==> src/rtl/seg7_scan_driver.sv <==
// -----------------------------------------------------------------------------
// seg7_scan_driver
//   Display back end of the parking meter. A binary seconds count is latched,
//   clamped to 9999 and converted to four BCD digits by a sequential
//   shift-add-3 (double dabble) engine, one bit per clock. A refresh counter
//   scans the four digits of a multiplexed, common-anode 7-segment display.
//   The meter can flash the whole display through blink_en / clk_blink.
//
// Parameters
//   REFRESH_DIV  clk cycles each digit slot is held before moving on
//   LZ_BLANK     1 = blank leading zero digits (the units digit is always lit)
//
// Ports
//   clk        in   system clock
//   rst        in   synchronous reset, active-low
//   value_in   in   [13:0] binary seconds to display
//   load       in   one-cycle strobe: latch value_in and start a conversion
//   blink_en   in   1 = gate the display with clk_blink
//   clk_blink  in   blink phase level, sampled on clk
//   busy       out  conversion in progress (registered)
//   seg        out  [7:0] {dp,g,f,e,d,c,b,a}, active-low
//   an         out  [3:0] digit enables, active-low, an[0] = units digit
// -----------------------------------------------------------------------------
module seg7_scan_driver #(
  parameter int unsigned REFRESH_DIV = 100000,
  parameter bit          LZ_BLANK    = 1'b0
) (
  input  logic        clk,
  input  logic        rst,
  input  logic [13:0] value_in,
  input  logic        load,
  input  logic        blink_en,
  input  logic        clk_blink,
  output logic        busy,
  output logic [7:0]  seg,
  output logic [3:0]  an
);

  localparam int unsigned   RCW      = (REFRESH_DIV > 1) ? $clog2(REFRESH_DIV) : 1;
  localparam logic [RCW-1:0] REF_LAST = RCW'(REFRESH_DIV - 1);
  localparam logic [13:0]   MAX_VAL  = 14'd9999;
  localparam logic [3:0]    LAST_BIT = 4'd13;

  typedef enum logic {
    ST_IDLE,
    ST_CONV
  } state_t;

  state_t          state_q, state_d;
  logic [13:0]     shift_q, shift_d;     // binary bits still to be shifted in
  logic [15:0]     bcd_q, bcd_d;         // BCD accumulator under construction
  logic [3:0]      bit_cnt_q, bit_cnt_d;
  logic [15:0]     digits_q, digits_d;   // digits currently on the display
  logic [RCW-1:0]  ref_cnt_q, ref_cnt_d;
  logic [1:0]      idx_q, idx_d;
  logic [7:0]      seg_q, seg_d;
  logic [3:0]      an_q, an_d;

  logic [15:0]     bcd_adj;
  logic [15:0]     bcd_shifted;
  logic [3:0]      cur_digit;
  logic            lead_zero;

  function automatic logic [7:0] seg_encode(input logic [3:0] d);
    logic [7:0] s;
    case (d)
      4'd0:    s = 8'hC0;
      4'd1:    s = 8'hF9;
      4'd2:    s = 8'hA4;
      4'd3:    s = 8'hB0;
      4'd4:    s = 8'h99;
      4'd5:    s = 8'h92;
      4'd6:    s = 8'h82;
      4'd7:    s = 8'hF8;
      4'd8:    s = 8'h80;
      4'd9:    s = 8'h90;
      default: s = 8'hFF;
    endcase
    return s;
  endfunction

  // Add-3 correction on every nibble that would reach 10 or more once doubled,
  // then shift the next binary bit in from the MSB of the shift register.
  always_comb begin
    bcd_adj = bcd_q;
    for (int i = 0; i < 4; i++) begin
      if (bcd_q[4*i +: 4] >= 4'd5) begin
        bcd_adj[4*i +: 4] = bcd_q[4*i +: 4] + 4'd3;
      end
    end
    bcd_shifted = {bcd_adj[14:0], shift_q[13]};
  end

  // Conversion FSM.
  // NOTE: every signal written here gets a default first, so no path through
  // the block leaves a value unassigned and no latch can be inferred.
  always_comb begin
    state_d   = state_q;
    shift_d   = shift_q;
    bcd_d     = bcd_q;
    bit_cnt_d = bit_cnt_q;
    digits_d  = digits_q;
    case (state_q)
      ST_IDLE: begin
        if (load) begin
          shift_d   = (value_in > MAX_VAL) ? MAX_VAL : value_in;
          bcd_d     = '0;
          bit_cnt_d = '0;
          state_d   = ST_CONV;
        end
      end
      ST_CONV: begin
        shift_d   = {shift_q[12:0], 1'b0};
        bcd_d     = bcd_shifted;
        bit_cnt_d = bit_cnt_q + 4'd1;
        // All four digits change together on the final shift, so the display
        // never shows a half-converted value.
        if (bit_cnt_q == LAST_BIT) begin
          digits_d = bcd_shifted;
          state_d  = ST_IDLE;
        end
      end
      default: state_d = ST_IDLE;
    endcase
  end

  // Digit scan and output decode.
  always_comb begin
    ref_cnt_d = (ref_cnt_q == REF_LAST) ? '0 : ref_cnt_q + RCW'(1);
    idx_d     = (ref_cnt_q == REF_LAST) ? idx_q + 2'd1 : idx_q;

    cur_digit = digits_q[{idx_q, 2'b00} +: 4];
    // Current digit and everything above it are zero.
    lead_zero = (digits_q >> {idx_q, 2'b00}) == 16'd0;

    an_d  = ~(4'b0001 << idx_q);
    seg_d = seg_encode(cur_digit);
    if (LZ_BLANK && (idx_q != 2'd0) && lead_zero) begin
      seg_d = 8'hFF;
    end
    if (blink_en && !clk_blink) begin
      an_d  = 4'hF;
      seg_d = 8'hFF;
    end
  end

  // NOTE: state registers use non-blocking assignments so every flop samples
  // the values from before the edge, independent of statement order.
  always_ff @(posedge clk) begin
    if (!rst) begin
      state_q   <= ST_IDLE;
      shift_q   <= '0;
      bcd_q     <= '0;
      bit_cnt_q <= '0;
      digits_q  <= '0;
      ref_cnt_q <= '0;
      idx_q     <= '0;
      seg_q     <= 8'hFF;
      an_q      <= 4'hF;
    end else begin
      state_q   <= state_d;
      shift_q   <= shift_d;
      bcd_q     <= bcd_d;
      bit_cnt_q <= bit_cnt_d;
      digits_q  <= digits_d;
      ref_cnt_q <= ref_cnt_d;
      idx_q     <= idx_d;
      seg_q     <= seg_d;
      an_q      <= an_d;
    end
  end

  assign busy = (state_q == ST_CONV);
  assign seg  = seg_q;
  assign an   = an_q;

endmodule

==> config.mk <==
export PLATFORM = sky130hd
export DESIGN_NAME = seg7_scan_driver
export DESIGN_NICKNAME = d
export VERILOG_FILES = /design/src/rtl/seg7_scan_driver.sv
export SDC_FILE = /design/constraint.sdc
export NUM_CORES = 1
export LEC_CHECK = 0
export ABC_CLOCK_PERIOD_IN_PS = 3000
export BUFFER_PORTS_ARGS = -buffer_cell sky130_fd_sc_hd__buf_2
export CORE_MARGIN = 10
export CORE_UTILIZATION = 60
export CTS_CLUSTER_SIZE = 25
export DETAILED_ROUTE_END_ITERATION = 7
export PLACE_DENSITY_LB_ADDON = 0.1
export SYNTH_ARGS = -nofsm -noshare
export SYNTH_HDL_FRONTEND = slang
export SYNTH_SLANG_ARGS = --single-unit
==> constraint.sdc <==
create_clock -name clk -period 3 [get_ports clk]
set_clock_uncertainty 0.05 [all_clocks]
set_input_delay 0.6 -clock clk [delete_from_list [all_inputs] [get_ports clk]]
set_output_delay 0.6 -clock clk [all_outputs]
set_load 0.02 [all_outputs]
==> reports/metrics.csv, run 1 <==
metric;value;unit
status;finished, final reports clean;
grt_overflow;0;
worstPathCellList;buf_4, buf_2;
ctsLongestPathBuffers;2;
ctsHoldBuffers;0;
die-area;10000;sq um
vias_per_cell;5.52;
dr.first_iter.drc_count;128;
timing.fmax;470;MHz
setup_viol;0;
clk_pin_slew;0.08;ns
maxCapViolations;0;
antenna_left;0;
drive_gt1_share;11.9;%
cp_slowest_cell;buf_4;
cts_sinks;81;
crit_arrival;1.48;ns
dp_hpwl;5240;microns
min_period;2.13;ns
finalInstanceArea;4210;sq um
fin_crit_sh;70.9;%
power_density;503;nW/um^2
synth_cell_types;42;
die_y;100;microns
cts_buffers;9;
dr.pass1.iters;5;
gp_congestion;0.811;
worst_slack;0.874;ns
ir_drop;0.463;mV
portBuffers;30;
r2r_slack;1.08;ns
grt_util_all_layers;14.8;%
worst_pin_slew;0.767;ns
ys_warn_count;0;
clock_power_share;41.5;%
synth_top_cell_area_share;42.2;%
synthTopCellsByArea;dfxtp_1 (42%), a21oi_1 (7.8%), ha_1 (6.5%);
p_switching;0.485;mW
p_leak;1.52;nW
finalNetCount;511;
critPathMaxStageDelay;0.50;ns
timing.hold.ws;0.418;ns
clockRootBuffer;clkbuf_8;
io_pins;32;
start_util;61.3;%
grt_pass1_vias;2836;
crit_path_start_kind;flop;
die_x;100;microns
p_int;1.63;mW
cts_resized;0;
cts-htree-levels;3;
ys_seq_area_share;42.2;%
cts_tree;yes;
synthCells;453;
wl_per_cell;13.4;microns
area_growth_syn_to_layout;9.40;%
vias;3058;
pwr-share-seq;52.5;%
cp-end-kind;output pin;
rows;29;
worst-path-buf-inv;2;
fin_tns_setup;0;ns
place_ws;0.946;ns
min_path_type;reg -> reg;
power.share.switching;22.9;%
grt_pass1_wl;12500;microns
syn_nets;492;
worstPathRequired;2.35;ns
netlist_area;3850;sq um
diodes;0;
finalHoldViolations;0;
drt-total-wl;7400;microns
fin_util;67.0;%
critPathTopFamily;buffers and inverters;
yosys.area.top_type;dfxtp_1;
combPwrFrac;6.0;%
grt_max_degree;72;
critPathKind;reg -> out;
rsz0062_at_grt;no;
synth_seq_cells;81;
grt_antenna_before_repair;0;
core_area;6280;sq um
drc_errors;0;
post_synth.cell_area_avg;8.49;sq um
report.final.slew_viol_count;0;
place_area;3990;sq um
cp_max_fo;71;
insertion_delay;0.35;ns
relSlewSlack;48.9;%
post_cts_buffers;0;
-- cells in the mapped netlist, drive strengths merged --
master,count
dfxtp,81
a21oi,60
nor2,56
nand2,42
nor3b,22
o21ai,22
ha,20
inv,18
clkbuf,16
nand3,15
xnor2,14
nor3,11
mux2i,9
buf,8
nand2b,7
xor2,7
nand4,5
nor2b,5
a311oi,4
mux4,4
a211oi,3
and3,3
nand3b,3
o21a,3
nor4,2
nor4b,2
or3,2
a2111oi,1
a41oi,1
and2,1
and4,1
clkinv,1
conb,1
o31a,1
o31ai,1
or2,1
-- sequential cells by signal (all words and copies together) (netlist names) --
signal,flops
digits_q,16
bit_cnt_q,4
seg,7
shift_q,14
ref_cnt_q,17
busy,1
an,4
bcd_q,16
idx_q,2
-- metrics by stage --
stage	total power, mW	std cells
after floorplan	1.23	453
after detailed placement	1.27	538
after global placement	1.26	538
after CTS	2.13	554
after global routing	2.18	554
final	2.12	554
-- final timing paths --
path	startpoint	to	depth (start not counted)
hold reg to reg	digits_q[9]	digits_q[9]	2
hold / removal	digits_q[9]	digits_q[9]	2
setup / recovery	busy	busy	2
setup reg to reg	ref_cnt_q[0]	ref_cnt_q[15]	6
-- worst reg2reg max path, stage by stage, from the launching register on --
cell and delay (ns):
dfxtp_1 0.38, ha_1 0.25, nand4_2 0.17, nor4_1 0.21, nand3_1 0.28, nand2_2 0.36
nor2_1 0.09
-- routing by layer --
layer,GRT usage (%),routed length [microns],vias up
li1,-,-,1590
met2,23.8,3390,47
met3,3.43,305,10
met5,0,0,-
met4,6.20,118,0
met1,18.6,3590,1411
-- placed cells by master, fill, tap and decap left out, drive strengths merged, types with 2 or more instances in the layout --
master,count
a211oi,3
a21oi,60
a311oi,4
and3,3
buf,32
bufinv,2
clkbuf,11
clkinv,4
dfxtp,81
ha,20
inv,18
mux2i,9
mux4,4
nand2,42
nand2b,7
nand3,15
nand3b,3
nand4,5
nor2,56
nor2b,5
nor3,11
nor3b,22
nor4,2
nor4b,2
o21a,3
o21ai,22
or3,2
xnor2,14
xor2,7
-- cell families after synthesis --
kind of cell,share of synthesized area (%)
AO/OA/AOI/OAI,13.6
XOR/XNOR,4.78
other,0.0975
multiplexers,4.68
flip-flops,42.2
AND/OR/NAND/NOR,23.1
adder cells (fa/ha/maj),6.51
buffers and inverters,5.01
-- power by group through the flow --
stage | combinational (mW) | clock [mW] | sequential (mW)
global placement | 0.127 | 0 | 1.14
finish | 0.128 | 0.878 | 1.11
global route | 0.145 | 0.920 | 1.11
detailed placement | 0.128 | 0 | 1.14
floorplan | 0.0836 | 0 | 1.14
CTS | 0.129 | 0.885 | 1.11
-- area by class of cell --
class                           instances  area, sq um
Fill cell                             544         2070
Multi-Input combinational cell        329         2030
Sequential cell                        81         1620
Timing Repair Buffer                   32          165
Clock buffer                           11          141
Tap cell                               77         96.3
Clock inverter                          5         78.8
Inverter                               19         71.3
Power figures use the tool's default switching activity.
==> run 2: changes to the inputs <==
ABC_CLOCK_PERIOD_IN_PS = 2100   (was 3000)
CORE_UTILIZATION = 59   (was 60)
clock period = 2.1 ns   (was 3 ns; I/O delays follow)
==> run 2 against run 1 <==
Compared with the run above: global-route usage up 0.64 points; count of clock-buffer cells in the layout unchanged; total power up 32%; combinational power up 48%; routed wire length up 3.8%; cell count up 1.4%; hold slack worse by 0.14 ns; clock power up 16%; register-to-register slack worse by 0.91 ns; sequential cell count unchanged; cell area up 0.59%; sequential power up 44%; largest cell class unchanged.
==> reports/metrics.csv, run 2 (synthesis gave the netlist of run 1 again) <==
metric;value;unit;change
worst_pin_slew;0.543;ns;-0.223 ns
finalNetCount;519;;+1.6%
crit_arrival;2.16;ns;+0.68 ns
cts_buffers;9;;unchanged
place_area;4060;sq um;+1.8%
wl_per_cell;13.7;microns;+2.3%
cts-htree-levels;3;;unchanged
largest_reg_flops;17;;unchanged
min_path_type;in -> reg;;
fin_crit_sh;91.8;%;
setup_viol;0;;unchanged
finalInstanceArea;4230;sq um;+0.59%
grt_pass1_vias;2914;;+2.8%
clockRootBuffer;clkbuf_8;;
grt_pass1_wl;13100;microns;+4.5%
vias_per_cell;5.53;;+0.12%
r2r_slack;0.17;ns;-0.91 ns
antenna_left;0;;unchanged
relSlewSlack;63.7;%;+15 points
insertion_delay;0.35;ns;about the same
portBuffers;30;;unchanged
worst-path-buf-inv;2;;unchanged
final_common_cell;dfxtp_1;;
cts_resized;0;;unchanged
cts_sinks;81;;unchanged
min-delay-start;value_in[7];;
status;finished, final reports clean;;
cp-end-kind;flop;;
vias;3106;;+1.6%
cp_max_fo;7;;-90%
power_density;662;nW/um^2;+32%
post_cts_buffers;0;;unchanged
largestRegisters;ref_cnt_q x17, bcd_q x16, digits_q x16;;
min_to;shift_q[7];;
report.final.slew_viol_count;0;;unchanged
critPathTopFamily;multiplexers;;
area_growth_syn_to_layout;10.1;%;
min_period;1.93;ns;
worstReg2RegStart;idx_q[0];;
worstPathRequired;2.34;ns;about the same
cpMostUsedCell;inv_1;;
ctsLongestPathBuffers;2;;unchanged
clk_pin_slew;0.08;ns;about the same
diodes;0;;unchanged
crit_path_start_kind;flop;;
maxCapViolations;0;;unchanged
timing.fmax;519;MHz;
fin_util;66.7;%;-0.37 points
p_leak;1.54;nW;+1.3%
dp_hpwl;5520;microns;+5.3%
finalHoldViolations;0;;unchanged
grt_overflow;0;;unchanged
fin_tns_setup;0;ns;unchanged
start_util;60.6;%;-0.70 points
die_x;101;microns;+0.67%
r2r_end;seg[3];;
rr_worst_depth;6;;unchanged
critPathMaxStageDelay;0.63;ns;+0.13 ns
finalPower;2.80;mW;+32%
critPathKind;reg -> reg;;
drt-total-wl;7690;microns;+3.8%
drive_gt1_share;13.4;%;+1.5 points
gp_congestion;0.808;;-0.32%
dr.first_iter.drc_count;149;;+16%
cp_slowest_cell;mux4_2;;
grt_util_all_layers;15.5;%;+0.64 points
final_cell_mix;dfxtp_1 (80), a21oi_1 (60), nor2_1 (56), nand2_1 (41), buf_2 (30);;
grt_max_degree;51;;-29%
cts_tree;yes;;
rsz0062_at_grt;no;;
dr.pass1.iters;5;;unchanged
worstPathCellList;mux4_2, inv_1, ha_1, inv_1, mux2i_1, o21ai_1;;
ctsHoldBuffers;0;;unchanged
grt_antenna_before_repair;0;;unchanged
largest-register;ref_cnt_q;;
rows;29;;unchanged
core_area;6350;sq um;+1.2%
drc_errors;0;;unchanged
die_y;101;microns;+0.67%
io_pins;32;;unchanged
hold_depth;3;;+1
die-area;10100;sq um;+1.4%
ir_drop;0.579;mV;+25%
-- run 2: per-layer routing --
layer / part of all wire [%] / wire length (microns) / vias up / GRT usage, %
met5: 0 / 0 / - / 0
met4: 1.4 / 104 / 0 / 7.07
met3: 5.1 / 390 / 10 / 3.70
met2: 46 / 3550 / 66 / 24.1
met1: 47 / 3640 / 1423 / 19.6
li1: - / - / 1607 / -
-- run 2: final cells by class --
cell class	instances	area, sq um
Clock buffer	11	141
Inverter	19	71.3
Fill cell	547	2120
Tap cell	77	96.3
Clock inverter	5	31.3
Timing Repair Buffer	40	238
Sequential cell	81	1620
Multi-Input combinational cell	329	2030
-- run 2: how the worst max path moves through the flow --
stage	end	cells past startpoint	startpoint
global route	seg[3]	6	idx_q[0]
CTS	seg[3]	6	idx_q[0]
detailed placement	seg[3]	6	idx_q[0]
finish	seg[3]	6	idx_q[0]
global placement	seg[3]	6	idx_q[0]
floorplan	seg[4]	7	idx_q[0]
-- run 2: through the flow --
step | hold slack (ns) | worst slack (ns) | cells
final | 0.277 | 0.172 | 562
after global routing | 0.268 | 0.0610 | 562
after CTS | 0.267 | 0.163 | 562
after detailed placement | 0.398 | 0.173 | 546
after global placement | 0.396 | 0.284 | 546
after floorplan | 0.380 | 0.394 | 453
-- run 2: power breakdown --
| group | switching (mW) | internal [mW] | total (mW) |
|---|---|---|---|
| logic | 0.116 | 0.0744 | 0.190 |
| clock network | 0.558 | 0.458 | 1.02 |
| registers | 0.0276 | 1.57 | 1.60 |
-- run 2: worst min-delay path: stages --
cell and delay (ns):
buf_2 0.11, nand3_1 0.06, a21oi_1 0.05
==> run 3: changes to the inputs <==
CORE_MARGIN = 2   (was 10)
==> run 3 against run 2 <==
Compared with the run above: hold slack improved by 0.0044 ns; total power increased by 2.1%; routed wire length decreased by 3.7%; critical path depth unchanged; register-to-register slack improved by 0.04 ns; non-clock buffer count decreased by 2.
==> reports/metrics.csv, run 3 (synthesis gave the netlist of run 1 again) <==
metric;value;unit;change
core_area;6310;sq um;-0.57%
worstPathCellList;mux4_2, inv_1, ha_1, inv_1, mux2i_1, o21ai_1;;
finalHoldViolations;0;;unchanged
grt_util_all_layers;21.3;%;+5.8 points
multiInputGateArea;2030;sq um;unchanged
cts_tree;yes;;
finalPower;2.86;mW;+2.1%
fin_tns_setup;0;ns;unchanged
timing.fmax;531;MHz;+2.3%
place_inst;544;;-0.37%
grt_max_degree;49;;-3.9%
worst_pin_slew;0.533;ns;-0.0100 ns
maxCapViolations;0;;unchanged
cts_buffers;9;;unchanged
portBuffers;30;;unchanged
relSlewSlack;64.4;%;+0.67 points
final_cell_mix;dfxtp_1 (80), a21oi_1 (60), nor2_1 (56), nand2_1 (41), buf_2 (30);;
critPathMaxStageDelay;0.62;ns;about the same
crit_path_start_kind;flop;;
layout.area.seq;1620;sq um;unchanged
rows;29;;unchanged
grt_pass1_vias;2735;;-6.1%
min_period;1.88;ns;-0.0437 ns
cp_max_fo;7;;unchanged
cp_slowest_cell;mux4_2;;
ctsHoldBuffers;0;;unchanged
place_ws;0.216;ns;+0.0423 ns
min_path_type;in -> reg;;
vias;3099;;-0.23%
die_y;84.7;microns;-16%
worst_slack;0.215;ns;+0.0437 ns
cts_sinks;81;;unchanged
cts_resized;0;;unchanged
drc_errors;0;;unchanged
wl_per_cell;13.2;microns;-3.2%
io_pins;32;;unchanged
ir_drop;0.376;mV;-35%
drt-total-wl;7400;microns;-3.7%
worstPathRequired;2.34;ns;about the same
status;finished, final reports clean;;
fill_cells;541;;-1.1%
gp_congestion;0.798;;-1.3%
ctsLongestPathBuffers;2;;unchanged
drive_gt1_share;12.4;%;-0.95 points
report.final.slew_viol_count;0;;unchanged
timing.hold.ws;0.281;ns;+0.00436 ns
dr.pass1.iters;4;;-1
post_cts_buffers;0;;unchanged
insertion_delay;0.35;ns;about the same
grt_overflow;0;;unchanged
power_density;677;nW/um^2;+2.3%
cts-htree-levels;3;;unchanged
antenna_left;0;;unchanged
rsz0062_at_grt;no;;
finalNetCount;517;;-0.39%
dp_hpwl;5270;microns;-4.5%
cp-end-kind;flop;;
setup_viol;0;;unchanged
clk_pin_slew;0.08;ns;about the same
dr.first_iter.drc_count;128;;-14%
diodes;0;;unchanged
grt_antenna_before_repair;0;;unchanged
vias_per_cell;5.54;;+0.31%
die-area;7180;sq um;-29%
die_x;84.7;microns;-16%
p_leak;1.53;nW;-0.75%
largest-register;ref_cnt_q;;
grt_pass1_wl;12300;microns;-5.7%
critPathKind;reg -> reg;;
largestRegisters;ref_cnt_q x17, bcd_q x16, digits_q x16;;
fin_crit_sh;89.7;%;-2.1 points
crit_arrival;2.12;ns;-0.04 ns
start_util;60.9;%;+0.35 points
cpMostUsedCell;inv_1;;
finalNonFillerCells;559;;-0.53%
final_common_cell;dfxtp_1;;
clockRootBuffer;clkbuf_8;;
area_growth_syn_to_layout;9.79;%;
largest_reg_flops;17;;unchanged
==> run 3: final timing paths <==
kind               start     endpoint  slack (ns)  cells past startpoint
max             idx_q[0]       seg[3]        0.22                      6
min          value_in[5]   shift_q[5]        0.28                      3
max reg2reg     idx_q[0]       seg[3]        0.22                      6
min reg2reg  digits_q[6]  digits_q[6]        0.41                      2
==> run 3: routing by layer <==
metal / routed length, microns / GRT usage (%)
met1: 3730 / 30.2
met5: 0 / 0
met2: 3320 / 31.9
met4: 148 / 10.1
met3: 206 / 3.24
==> run 3: stage by stage <==
step | utilization (%) | area (sq um)
2_1_floorplan | - | 3850
3_3_place_gp | 64.1 | 4050
3_5_place_dp | 64.1 | 4050
4_1_cts | 66.9 | 4220
5_1_grt | 66.9 | 4220
6_report | 66.9 | 4220
==> run 3: area by class of cell <==
class,count,area share (%)
clock buffer,12,3.20
clock inverter,3,1.01
inverter,19,1.69
multi-input combinational,329,48.1
sequential,81,38.4
tap,77,2.28
timing repair buffer,38,5.27
==> run 3: where the power goes <==
group	internal (mW)	leakage [nW]	switching (mW)	total, mW
logic	0.0735	0.788	0.116	0.190
clock network	0.543	0.0864	0.532	1.08
registers	1.57	0.658	0.0258	1.60
total	2.19	1.53	0.675	2.86
==> run 3: worst max-delay path: cells and delay by family, from the launching register on <==
kind / cells / cell delay [ns]
flip-flops: 1 / 0.53
adder cells (fa/ha/maj): 1 / 0.26
AO/OA/AOI/OAI: 1 / 0.11
multiplexers: 2 / 0.68
buffers and inverters: 2 / 0.20
